## src/rtl/ptos_pkg.sv

```systemverilog
// ptos_pkg: state encoding and frame-shape constants shared by the ptos_bus slice.
// The parity slot states exist only when PTOS_PARITY_EN is defined.
package ptos_pkg;

  localparam int START_TICKS = 2;
  localparam int STOP_TICKS  = 3;

  typedef enum logic [3:0] {
    IDLE,
    START,
    BIT_LO,
    BIT_HI,
`ifdef PTOS_PARITY_EN
    PAR_LO,
    PAR_HI,
`endif
    STOP_LO,
    STOP_HI,
    STOP_REL
  } state_t;

  // Bus phase ticks spent in one frame, start condition through stop release.
  function automatic int frame_ticks(input int data_w, input int par);
    return START_TICKS + 2 * data_w + 2 * par + STOP_TICKS;
  endfunction

endpackage

```

## src/rtl/ptos_tick_gen.sv

```systemverilog
// ptos_tick_gen: one-cycle tick every DIV sclk cycles while enabled.
// The counter is held at zero when disabled, so the first tick lands DIV cycles after enable.
module ptos_tick_gen #(
  parameter int DIV = 2
) (
  input  logic sclk,
  input  logic rst,
  input  logic enable,
  output logic tick
);

  logic [7:0] cnt;

  assign tick = enable && (cnt == 8'(DIV - 1));

  always_ff @(posedge sclk or negedge rst) begin
    if (!rst) begin
      cnt <= '0;
    end else if (!enable || tick) begin
      cnt <= '0;
    end else begin
      cnt <= cnt + 8'd1;
    end
  end

endmodule

```

## src/rtl/ptos_bus.sv

```systemverilog
// ptos_bus: parallel-to-serial framer: start, DATA_W bits MSB first, stop, on scl/sda.
// Define PTOS_PARITY_EN to insert an even-parity bit slot after the last data bit.
module ptos_bus
  import ptos_pkg::*;
#(
  parameter int DATA_W = 8,
  parameter int DIV    = 2
) (
  input  logic              sclk,
  input  logic              rst,
  input  logic [DATA_W-1:0] data,
  input  logic              load,
  output logic              ack,
  output logic              busy,
  output logic              done,
  output logic              scl,
  output logic              sda
);

  localparam int CW = $clog2(DATA_W + 1);

  state_t            state, state_d;
  logic [DATA_W-1:0] shreg, shreg_d;
  logic [CW-1:0]     bitcnt, bitcnt_d;
  logic              scl_d, sda_d, busy_d, ack_d, done_d;
  logic              tick;
`ifdef PTOS_PARITY_EN
  logic              par, par_d;
`endif

  ptos_tick_gen #(.DIV(DIV)) u_tick (
    .sclk   (sclk),
    .rst    (rst),
    .enable (busy),
    .tick   (tick)
  );

  always_comb begin
    state_d  = state;
    shreg_d  = shreg;
    bitcnt_d = bitcnt;
    scl_d    = scl;
    sda_d    = sda;
    busy_d   = busy;
    ack_d    = 1'b0;
    done_d   = 1'b0;
`ifdef PTOS_PARITY_EN
    par_d    = par;
`endif
    case (state)
      IDLE: begin
        if (load) begin
          shreg_d  = data;
          bitcnt_d = '0;
          busy_d   = 1'b1;
          ack_d    = 1'b1;
          state_d  = START;
`ifdef PTOS_PARITY_EN
          par_d    = ^data;
`endif
        end
      end
      START: begin
        // sda is still high on the first tick, low on the second
        if (tick) begin
          if (sda) begin
            sda_d = 1'b0;
          end else begin
            scl_d   = 1'b0;
            state_d = BIT_LO;
          end
        end
      end
      BIT_LO: begin
        if (tick) begin
          scl_d   = 1'b0;
          sda_d   = shreg[DATA_W-1];
          state_d = BIT_HI;
        end
      end
      BIT_HI: begin
        if (tick) begin
          scl_d    = 1'b1;
          shreg_d  = shreg << 1;
          bitcnt_d = bitcnt + CW'(1);
          if (bitcnt == CW'(DATA_W - 1)) begin
`ifdef PTOS_PARITY_EN
            state_d = PAR_LO;
`else
            state_d = STOP_LO;
`endif
          end else begin
            state_d = BIT_LO;
          end
        end
      end
`ifdef PTOS_PARITY_EN
      PAR_LO: begin
        if (tick) begin
          scl_d   = 1'b0;
          sda_d   = par;
          state_d = PAR_HI;
        end
      end
      PAR_HI: begin
        if (tick) begin
          scl_d   = 1'b1;
          state_d = STOP_LO;
        end
      end
`endif
      STOP_LO: begin
        if (tick) begin
          scl_d   = 1'b0;
          sda_d   = 1'b0;
          state_d = STOP_HI;
        end
      end
      STOP_HI: begin
        if (tick) begin
          scl_d   = 1'b1;
          state_d = STOP_REL;
        end
      end
      STOP_REL: begin
        // busy drops here so a load during the done cycle is taken at once
        if (tick) begin
          sda_d   = 1'b1;
          busy_d  = 1'b0;
          done_d  = 1'b1;
          state_d = IDLE;
        end
      end
      default: begin
        state_d = IDLE;
      end
    endcase
  end

  always_ff @(posedge sclk or negedge rst) begin
    if (!rst) begin
      state  <= IDLE;
      shreg  <= '0;
      bitcnt <= '0;
      scl    <= 1'b1;
      sda    <= 1'b1;
      busy   <= 1'b0;
      ack    <= 1'b0;
      done   <= 1'b0;
`ifdef PTOS_PARITY_EN
      par    <= 1'b0;
`endif
    end else begin
      state  <= state_d;
      shreg  <= shreg_d;
      bitcnt <= bitcnt_d;
      scl    <= scl_d;
      sda    <= sda_d;
      busy   <= busy_d;
      ack    <= ack_d;
      done   <= done_d;
`ifdef PTOS_PARITY_EN
      par    <= par_d;
`endif
    end
  end

endmodule

```

## config.mk

```make
export PLATFORM = sky130hd
export DESIGN_NAME = ptos_bus
export DESIGN_NICKNAME = d
export VERILOG_FILES = /design/src/rtl/ptos_pkg.sv /design/src/rtl/ptos_tick_gen.sv /design/src/rtl/ptos_bus.sv
export SDC_FILE = /design/constraint.sdc
export NUM_CORES = 1
export LEC_CHECK = 0
export BUFFER_PORTS_ARGS = -buffer_cell sky130_fd_sc_hd__buf_2
export CORE_ASPECT_RATIO = 0.6
export CORE_MARGIN = 5
export CORE_UTILIZATION = 64
export CTS_BUF_LIST = sky130_fd_sc_hd__clkbuf_4 sky130_fd_sc_hd__clkbuf_8
export CTS_CLUSTER_SIZE = 28
export DETAILED_ROUTE_END_ITERATION = 6
export PLACE_DENSITY = 0.89
export RECOVER_POWER = 50
export SYNTH_ARGS = -nofsm -noshare
export SYNTH_HDL_FRONTEND = slang
export SYNTH_HIERARCHICAL = 1
export SYNTH_SLANG_ARGS = --single-unit
```

## constraint.sdc

```tcl
create_clock -name sclk -period 4.7 [get_ports sclk]
set_input_delay 1.175 -clock sclk [delete_from_list [all_inputs] [get_ports sclk]]
set_output_delay 1.175 -clock sclk [all_outputs]
set_load 0.1 [all_outputs]
```

* Yosys cells after proc, flatten, opt, wreduce, memory -nomap -nowiden
Cells that the tools add are included.
** Storage, ports and cells
- Register bits after elaboration :: 29
- Latch bits :: 0
- Memory bits (writable) :: 0
- Bits in read-only memories :: 0
- Input port bits :: 11
- Output and inout port bits :: 5
- Memories :: 0
** Cells by class
- Add/sub/neg operators :: 2
- Multipliers :: 0
- Divide/modulo/power cells :: 0
- Order comparisons :: 0
- Equal/unequal tests :: 19
- Shift operators :: 0
- Mux-type cells :: 30
- Bitwise logic cells :: 0
- Reductions and logical operators :: 16
** Operators with widths (number)
- 2-to-1 mux 4 bit :: 10
- case mux 4 bit (7 select lines) :: 1
- 2-to-1 mux 8 bit :: 3
- != test 2 x 1 -> 1 bit, second input constant :: 9
- equality test 4 x 3 -> 1 bit, second input constant :: 4
- case mux 8 bit (2 select lines) :: 1
- 2-to-1 mux 1 bit :: 10
- adder 8 x 1 -> 8 bit, second input constant :: 1
- equality test 4 x 2 -> 1 bit, second input constant :: 2
- equality test 8 x 1 -> 1 bit, second input constant :: 1
- case mux 4 bit (2 select lines) :: 1
- AND reduction 8 bit :: 1
- case mux 1 bit (3 select lines) :: 2
- AND reduction 3 bit :: 2
- nonzero test 3 bit :: 2
- OR reduction 2 bit :: 3
- AND reduction 5 bit :: 1
- adder 4 x 1 -> 4 bit, second input constant :: 1
- equality test 4 x 1 -> 1 bit, second input constant :: 1
- logical NOT 4 bit :: 1
- != test 2 bit, second input constant :: 2
- AND reduction 4 bit :: 1
- nonzero test 2 bit :: 2
- 2-to-1 mux 3 bit :: 1
- other kinds (4) :: 4

* Longest topological paths before layout
Gate-level depths: netlist of the first run.
- Word-level depth :: 4
- Mapped depth :: 8
- Gate-level depth less buffers :: 7

* Hierarchy
Netlist of the first run, hierarchy kept.
** By module, submodules not included
- ptos_bus :: instances 1, cells each 96, area each 1048.5 µm², seq. area each 503.0 µm²
- ptos_tick_gen :: instances 1, cells each 40, area each 401.6 µm², seq. area each 200.2 µm²

* Worst setup path after synthesis of the first run
OpenSTA, ideal clock, no wires.
- Kind :: register -> register
- Start :: reg busy
- End :: reg shreg[1]
- Data arrival time :: 2.386 ns
- Slack :: 2.189 ns
- Stages on the path, launching flop included :: 6
- Path through :: dfrtp_1 inv_1 nor3_1 nand3_1 a21oi_4 mux2_2
** Between the ends
- Longest elaborated chain between the ends :: 3
** Ends and longest elaborated chain
- start: declaration :: line ptos_bus.sv:14 : output logic busy,
- start signal: assignment :: line ptos_bus.sv:159 : busy <= busy_d;
- logical AND 1 bit :: line ptos_tick_gen.sv:14 : assign tick = enable && (cnt == 8'(DIV - 1));
- net tick :: line ptos_bus.sv:26 : logic tick;
- != test 2 x 1 -> 1 bit (no source line)
- AND reduction 3 bit (no source line)
- end signal: assignment :: line ptos_bus.sv:155 : shreg <= shreg_d;
- end: declaration :: line ptos_bus.sv:23 : logic [DATA_W-1:0] shreg, shreg_d;
The timed path passes the listed nets, and every way through them passes these cells.
A chain may end at the register's enable or synchronous reset.

* Worst setup path in the final report of the first run
- Start :: reg u_tick.cnt[1]
- End :: reg shreg[6]
** Between the ends
- Longest elaborated chain between the ends :: 4
** Ends and longest elaborated chain
- start: declaration :: line ptos_tick_gen.sv:12 : logic [7:0] cnt;
- start signal: assignment :: line ptos_tick_gen.sv:22 : cnt <= cnt + 8'd1;
- equality test 8 x 1 -> 1 bit :: line ptos_tick_gen.sv:14
- logical AND 1 bit :: line ptos_tick_gen.sv:14
- net tick :: line ptos_bus.sv:26
- != test 2 x 1 -> 1 bit (no source line)
- AND reduction 3 bit (no source line)
The timed path passes the listed nets, and every way through them passes these cells.

==> impl_metrics.yaml, run 1 <==
run_status:
  status: "complete, but fails checks"
  violations: "max-capacitance violations"
floorplanning:
  die_w_um: 71.45
  pin_count: 16
  die_h_um: 46.87
  die_area_um2: 3349
  num_rows: 13
  coreArea_um2: 2163
  initial_core_util_pct: 67.03
clock_tree:
  cts-root-buf: "clkbuf_8"
  cts_tree: "built"
  cts_max_level: 1
  worstSkewPairLatency_ns: 0.27
  numClockSinks: 28
  path_clk_slew_ns: 0.09
  ctsHoldBuffers: 0
  numCtsBuffers: 3
  post_cts_buffers: 0
  cts_resized: 0
  clockBufferDepth: 2
drt:
  drt_iter0_markers: 147
  via_per_inst: 5.928
  drc: 0
  final_antenna_net_count: 0
  wl_per_cell_um: 16.13
  vias: 1073
  firstDrtPassIters: 5
  wirelength_um: 2919
setup_path:
  cp_data_required_time_ns: 4.86
  crit_type: "reg2reg"
  crit_arrival_ns: 2.67
  start_kind: "register"
  path_max_fanout: 15
  critPathCaptureType: "register"
placed_design:
  portBuffers: 15
  dp_hpwl_um: 2134
  globalplace.congestion: 0.8885
grt:
  grt_overflow: 0
  grt_max_degree: 29
  grt_pass1_wl_um: 5023
  grt_pass1_vias: 1084
  grt_util_all_layers_pct: 19.85
  antenna_found_initial: 0
yosys:
  synth_top_cell_area_share_pct: 44.87
  syn_nets: 150
  ys_warn_count: 6
  synth_flop_cell: "dfrtp_1"
  synth_cells: 136
  synth_area_um2: 1450
  seq_area_frac_synth_pct: 48.49
  ys_ff_latch: 28
  synth_common_cells: "dfrtp_1, mux2_2, o21ai_0"
  synth-edff-count: 0
  netlist_top_cells_area: "dfrtp_1, mux2_2, o21ai_0, dfstp_2, a21oi_1"
  synthDistinctLibCells: 38
  synth_most_common_cell: "dfrtp_1"
  syn_avg_cell_area_um2: 10.66
  async_flop_share_pct: 100.0
  synth_top_area_cell: "dfrtp_1"
cells_and_area:
  area_delta_synth_final_pct: 10.01
  diodes: 0
  drive_gt1_share_pct: 26.49
  num-nets-final: 166
sta:
  timing.fmax_mhz: 398.3
  finClkSkew_ns: 0.005243
  setup_viol: 0
  period_share_pct: 53.42
  holdWs_ns: 0.5138
  final_max_slew_viol_count: 0
  tightest_slew_ns: 1.486
  final_hold_viol_count: 0
  period_needed_ns: 2.511
  rsz0062_at_grt: "no"
  tns_ns: 0
  relSlewSlack_pct: 0.9065
pwr:
  power_density_nw_per_um2: 713.3
  finalPower_w: 0.001138
  p_leak_nw: 0.6958
  peakVddDrop_uv: 488.1
run:
  drv_cap: 1
worst_hold_path:
  hp-class: "reg2reg"
-- final timing paths --
path | depth (start not counted) | end | startpoint | slack (ns)
worst max-delay path | 8 | shreg[6] | u_tick/cnt[1] | 2.19
worst min-delay path | 1 | shreg[5] | shreg[5] | 0.51
worst max register to register | 8 | shreg[6] | u_tick/cnt[1] | 2.19
worst min register to register | 1 | shreg[5] | shreg[5] | 0.51
max in group asynchronous | 1 | u_tick/cnt[2] | rst | 2.59
min in group asynchronous | 1 | shreg[2] | rst | 1.24
-- registers in the layout, summed over array words and instances, names as in the netlist, 3 cells and up --
signal	count
bitcnt	4
shreg	8
u_tick/cnt	8
state	3
-- through the flow --
| step | setup WS, ns | cell area (um2) | util (%) | instances |
|---|---|---|---|---|
| CTS | 2.176 | 1597 | 73.80 | 181 |
| floorplan | 2.189 | 1450 | - | 136 |
| detailed placement | 2.202 | 1541 | 71.26 | 177 |
| global route | 2.010 | 1595 | 73.74 | 181 |
| global placement | 2.273 | 1541 | 71.26 | 177 |
| finish | 2.189 | 1595 | 73.74 | 181 |
-- power by group --
| part | total (W) | internal (W) | switching (W) |
|---|---|---|---|
| sequential | 0.000429 | 0.000335 | 0.0000948 |
| clock | 0.000147 | 0.0000750 | 0.0000720 |
| combinational | 0.000561 | 0.000245 | 0.000316 |
| total | 0.00114 | 0.000655 | 0.000483 |
-- area by class of cell --
cell class / count / area (um2)
Clock buffer: 4 / 55.05
Tap cell: 30 / 37.54
Multi-Input combinational cell: 93 / 680.7
Sequential cell: 28 / 703.2
Timing Repair Buffer: 16 / 81.33
Fill cell: 143 / 568.0
Inverter: 10 / 37.54
-- placed cells by master, fill, tap and decap left out, types with 2 or more instances in the layout --
master,count
nand2_1,5
nand3_1,7
nand2b_1,4
o21ai_0,12
a21oi_1,8
nor2_1,8
or3_1,6
clkbuf_8,4
buf_2,14
inv_1,10
xor2_1,2
mux2_2,14
ha_1,3
nand3b_1,2
dfrtp_1,26
nand4b_1,2
dfstp_2,2
-- cells by family after synthesis --
family | synth area share, %
DFF | 48.49
adders and majority gates | 2.589
buffers and inverters | 4.573
muxes | 11.56
and+or+nand+nor | 16.13
AOI/OAI and AO/OA | 14.84
xor gates and xnor gates | 1.812
-- layer usage --
metal | part of all wire (%) | up-vias | global-route usage, %
met2 | 47 | 32 | 33.58
met5 | 0 | - | 0
met3 | 6.4 | 7 | 5.769
met1 | 45 | 515 | 25.37
met4 | 1.6 | 0 | 6.367
li1 | - | 519 | -
-- critical path, cell delays in order (launching register included) --
cell,delay (ns)
dfrtp_1,0.43
inv_1,0.07
ha_1,0.12
or4b_4,0.47
nor3_1,0.18
buf_4,0.22
nand3_1,0.14
a21oi_4,0.35
mux2_2,0.40
Power figures use the tool's default switching activity.
==> run 2: changes to the inputs <==
Settings changed: CORE_UTILIZATION 64 to 60, PLACE_DENSITY 0.89 to 0.84.
Clock period 4.7 ns to 2.5 ns, I/O delays scaled along.
==> run 2 against run 1 <==
Against the previous run:
- the flow finishes with violations (max-capacitance violations, max-slew violations)
- register-to-register slack got worse by 2.1 ns
- count of clock-buffer cells in the layout stayed put
- total power is 95% higher
- flip-flop and latch count unchanged
- die area up 5.5%
- highest routed layer unchanged
==> impl_metrics.yaml, run 2 (synthesis results as in run 1) <==
worst_hold_path:
  hp-class: "reg2reg"
  min-delay-start: "shreg[4]"
cells_and_area:
  final_common_cell: "dfrtp_1"
  num-nets-final: 172
  diodes: 0
  utilization_pct: 73.22
  area_delta_synth_final_pct: 12.51
  top_regs: "shreg (8), u_tick/cnt (8), bitcnt (4)"
  drive_gt1_share_pct: 29.30
  finalNonFillerCells: 187
  final_cell_mix: "dfrtp_1, mux2_2, buf_2, o21ai_0, inv_1"
  final_area_um2: 1632
setup_path:
  critPathCaptureType: "register"
  reg2reg_setup_slack_ns: 0.14
  path_cells: "inv_1, ha_1, or4b_4, nor3_1, nand3_1, a21oi_4, mux2_2"
  path_delay_family: "simple AND/OR/NAND/NOR gates"
  crit_arrival_ns: 2.52
  path_max_fanout: 8
  critPathBufInv: 1
  cp-startpoint: "u_tick/cnt[1]"
  crit_type: "reg2reg"
  start_kind: "register"
  slowest_stage: "or4b_4"
  cp_data_required_time_ns: 2.66
  max_stage_delay_ns: 0.48
  reg2reg_from: "u_tick/cnt[1]"
grt:
  grt_util_all_layers_pct: 20.07
  antenna_found_initial: 0
  grt_pass1_wl_um: 5216
  grt_max_degree: 29
  grt_overflow: 0
  grt_pass1_vias: 1109
drt:
  via_per_inst: 5.957
  final_antenna_net_count: 0
  wl_per_cell_um: 16.24
  firstDrtPassIters: 4
  wirelength_um: 3036
  drc: 0
  vias: 1114
  drt_iter0_markers: 72
run:
  drv_cap: 1
clock_tree:
  numCtsBuffers: 3
  ctsHoldBuffers: 0
  cts-root-buf: "clkbuf_8"
  cts_max_level: 1
  clockBufferDepth: 2
  cts_tree: "built"
  path_clk_slew_ns: 0.08
  worstSkewPairLatency_ns: 0.27
  numClockSinks: 28
sta:
  final_hold_viol_count: 0
  relSlewSlack_pct: -1.559
  tightest_slew_ns: 1.523
  period_needed_ns: 2.365
  timing.fmax_mhz: 422.8
  finClkSkew_ns: 0.007563
  period_share_pct: 94.60
  tns_ns: 0
  final_max_slew_viol_count: 29
  setup_viol: 0
  rsz0062_at_grt: "no"
run_status:
  violations: "max-capacitance violations, max-slew violations"
  status: "complete, but fails checks"
placed_design:
  place_inst: 179
  dp_hpwl_um: 2197
  globalplace.congestion: 0.8241
  place_area_um2: 1558
  portBuffers: 15
floorplanning:
  die_w_um: 73.47
  initial_core_util_pct: 65.08
  die_area_um2: 3532
  die_h_um: 48.08
  coreArea_um2: 2228
  num_rows: 13
  pin_count: 16
pwr:
  power_density_nw_per_um2: 1358
  peakVddDrop_uv: 1026
  p_leak_nw: 0.7197
run 2: cell count changes in the layout (fill, tap and decap cells not counted):
cell	previous run	this run
dfrtp_1	26	25
buf_4	1	6
clkbuf_4	0	1
dfrtp_2	0	1
clkbuf_1	1	2
clkbuf_8	4	3
run 2: cell type report:
type                            count  area, um2
Sequential cell                    28      704.4
Multi-Input combinational cell     93      680.7
Fill cell                         164      596.8
Timing Repair Buffer               22      122.6
Clock buffer                        4      48.80
Inverter                           10      37.54
Tap cell                           30      37.54
run 2: through the flow:
stage                     setup WS [ns]  total power (W)  hold WS (ns)
after CTS                       0.08215         0.002126        0.3780
after global routing            0.02371         0.002370        0.5398
after global placement           0.2147         0.001796        0.4856
after detailed placement         0.1015         0.001872        0.4986
after floorplan                  0.1086         0.001634        0.3294
final                            0.1351         0.002216        0.5191
run 2: timing repair:
action,in CTS,in global routing
gates resized for setup,0,0
setup endpoints to repair,0,9
setup buffers,0,4
run 2: path summary, 6_finish.rpt:
check	end	cells past startpoint
max in group asynchronous	busy	1
worst min-delay path	shreg[4]	1
worst max register to register	shreg[5]	7
worst max-delay path	shreg[5]	7
min in group asynchronous	shreg[3]	1
worst min register to register	shreg[4]	1
run 2: power by group:
group          internal [W]  switching (W)
clock network      0.000125       0.000133
logic              0.000531       0.000631
registers          0.000630       0.000166
total               0.00129       0.000930
run 2: metal layers:
metal / wire length (um) / share of wire, % / GRT usage, %
met1: 1346 / 44 / 25.43
met2: 1472 / 48 / 34.68
met3: 185 / 6.1 / 5.451
met4: 31 / 1.0 / 5.776
met5: 0 / 0 / 0
==> run 3: changes to the inputs <==
Settings changed: ABC_AREA set to 1, CORE_UTILIZATION 60 to 61, PLACE_DENSITY 0.84 to 0.85.
==> run 3 against run 2 <==
Against the previous run:
- the run now ends clean
- largest cell class is now multi-input combinational cells
- critical endpoint is now bitcnt[3]
- critical path depth up 4
- combinational power down 29%
- utilization down 3.5 points
- worst setup slack better by 0.39 ns
- clock skew down 0.0049 ns
- clock power up 39%
- area after synthesis up 13%
- sequential share of layout area down 3.5 points
==> impl_metrics.yaml, run 3 <==
placed_design:
  place_inst: 245
  portBuffers: 15
  dp_hpwl_um: 2434
  place_ws_ns: 0.5900
  globalplace.congestion: 0.8474
drt:
  final_antenna_net_count: 0
  met1_length_um: 1483
  vias: 1314
  via_per_inst: 5.277
  wirelength_um: 3210
  drt_iter0_markers: 116
  wl_met2_um: 1499
  drc: 0
  met3_wirelength_um: 171
  firstDrtPassIters: 4
  wl_per_cell_um: 12.89
  top_layer: "met4"
cells_and_area:
  diodes: 0
  num-nets-final: 232
  drive_gt1_share_pct: 21.66
  finalNonFillerCells: 249
  final_common_cell: "nand2_1"
  area_delta_synth_final_pct: 7.927
  final_cell_mix: "nand2_1, inv_1, dfrtp_1, nand3_1, nor2_1"
  nFillCells: 187
  utilization_pct: 69.75
  top_regs: "shreg (8), u_tick/cnt (8), bitcnt (4)"
pwr:
  peakVddDrop_uv: 484.3
  power_density_nw_per_um2: 1079
  p_leak_nw: 0.9368
clock_tree:
  post_cts_buffers: 0
  numClockSinks: 28
  worstSkewPairLatency_ns: 0.28
  path_clk_slew_ns: 0.10
  cts_resized: 0
  clockBufferDepth: 2
  ctsHoldBuffers: 0
  cts-root-buf: "clkbuf_8"
  cts_tree: "built"
  cts_max_level: 1
  numCtsBuffers: 3
grt:
  grt_util_all_layers_pct: 18.03
  grt_max_degree: 29
  grt_pass1_wl_um: 5520
  grt_overflow: 0
  grt_pass1_vias: 1226
  antenna_found_initial: 0
floorplanning:
  initial_core_util_pct: 64.63
  pin_count: 16
  die_w_um: 76.97
  coreArea_um2: 2540
  num_rows: 14
  die_h_um: 50.19
  die_area_um2: 3863
sta:
  fin_ws_ns: 0.5236
  timing.fmax_mhz: 506.0
  setup_viol: 0
  finClkSkew_ns: 0.002645
  period_share_pct: 79.06
  rsz0062_at_grt: "no"
  period_needed_ns: 1.976
  final_max_slew_viol_count: 0
  final_hold_viol_count: 0
  tightest_slew_ns: 1.479
  tns_ns: 0
  relSlewSlack_pct: 1.407
yosys:
  synth-edff-count: 0
  synthDistinctLibCells: 31
  syn_avg_cell_area_um2: 8.087
  synth_cells: 203
  syn_nets: 217
  synth_most_common_cell: "nand2_1"
  synth_area_um2: 1642
  ys_warn_count: 6
  netlist_top_cells_area: "dfrtp_1, nand2_1, inv_1, nand3_1, nor2_1"
  synth_top_area_cell: "dfrtp_1"
  synth_flop_cell: "dfrtp_1"
  synth_top_cell_area_share_pct: 39.63
  seq_area_frac_synth_pct: 42.84
  synth_common_cells: "nand2_1, inv_1, dfrtp_1"
  ys_ff_latch: 28
  async_flop_share_pct: 100.0
setup_path:
  path_delay_family: "simple AND/OR/NAND/NOR gates"
  slowest_stage: "dfrtp_1"
  cp_data_required_time_ns: 2.68
  crit_arrival_ns: 2.15
  critPathCaptureType: "register"
  path_cells: "inv_1, ha_1, nand2_1, nor2_1, nand2_1, nor2_1, nand2_4, nor2_1, nand2_1, nand2_1, nor2_1"
  start_kind: "register"
  max_stage_delay_ns: 0.42
  crit_type: "reg2reg"
  path_max_fanout: 7
  critPathBufInv: 1
worst_hold_path:
  hp-class: "reg2reg"
run_status:
  status: "finished, final reports clean"
run:
  drv_cap: 0
==> run 3: cell count changes after synthesis, moves of 7 or more <==
cell     change
o21ai_2      +7
inv_1       +17
mux2_2      -14
nand3_1     +13
nor2_1      +11
nand2_1     +45
==> run 3: final cells by class <==
class	count	area [um2]	share of cell area [%]
multi-input cells	140	768.2	43.36
flip-flops and latches	28	703.2	39.69
inverters	30	115.1	6.497
repair buffers	15	73.82	4.167
clock buffers	3	41.29	2.331
well taps	32	40.04	2.260
clock inverters	1	30.03	1.695
==> run 3: per-stage QoR <==
step / total power, W / area [um2] / hold WS [ns]
after floorplan: 0.001457 / 1642 / 0.3294
after global placement: 0.001513 / 1702 / 0.4753
after detailed placement: 0.001561 / 1702 / 0.4955
after CTS: 0.001922 / 1773 / 0.3688
after global routing: 0.002039 / 1772 / 0.5418
final: 0.001912 / 1772 / 0.5003
==> run 3: logic make-up (layout without fill, tap and decap cells) <==
kind of cell	Yosys count	count (layout)	synth area share, %
fa+ha+maj	3	3	2.287
buf+inv	35	49	10.37
flops	28	28	42.84
xor+xnor	2	2	1.067
compound gates	24	24	9.299
simple gates	111	111	34.15
==> run 3: worst min-delay path: cells and delay by family (launching register included) <==
| kind | cells | cell delay, ns |
|---|---|---|
| AOI/OAI and AO/OA | 1 | 0.07 |
| DFF | 1 | 0.38 |
| and+or+nand+nor | 1 | 0.05 |
==> run 3: power by group <==
part | total [W] | switching, W | internal (W)
clock network | 0.000358 | 0.000144 | 0.000214
registers | 0.000734 | 0.000141 | 0.000593
logic | 0.000820 | 0.000558 | 0.000262
==> run 3: per-layer routing <==
metal / vias up / global-route usage, %
met5: - / 0
met4: 0 / 5.429
met3: 8 / 5.536
met2: 36 / 29.58
met1: 602 / 23.37
li1: 668 / -
==> run 3: path summary, 6_finish.rpt <==
kind | start | endpoint | slack, ns | cells past startpoint
worst min-delay path | scl | scl | 0.50 | 2
worst min register to register | scl | scl | 0.50 | 2
worst max-delay path | u_tick/cnt[1] | bitcnt[3] | 0.52 | 11
worst max register to register | u_tick/cnt[1] | bitcnt[3] | 0.52 | 11
min in group asynchronous | rst | u_tick/cnt[2] | 0.68 | 1
max in group asynchronous | rst | shreg[4] | 0.95 | 1
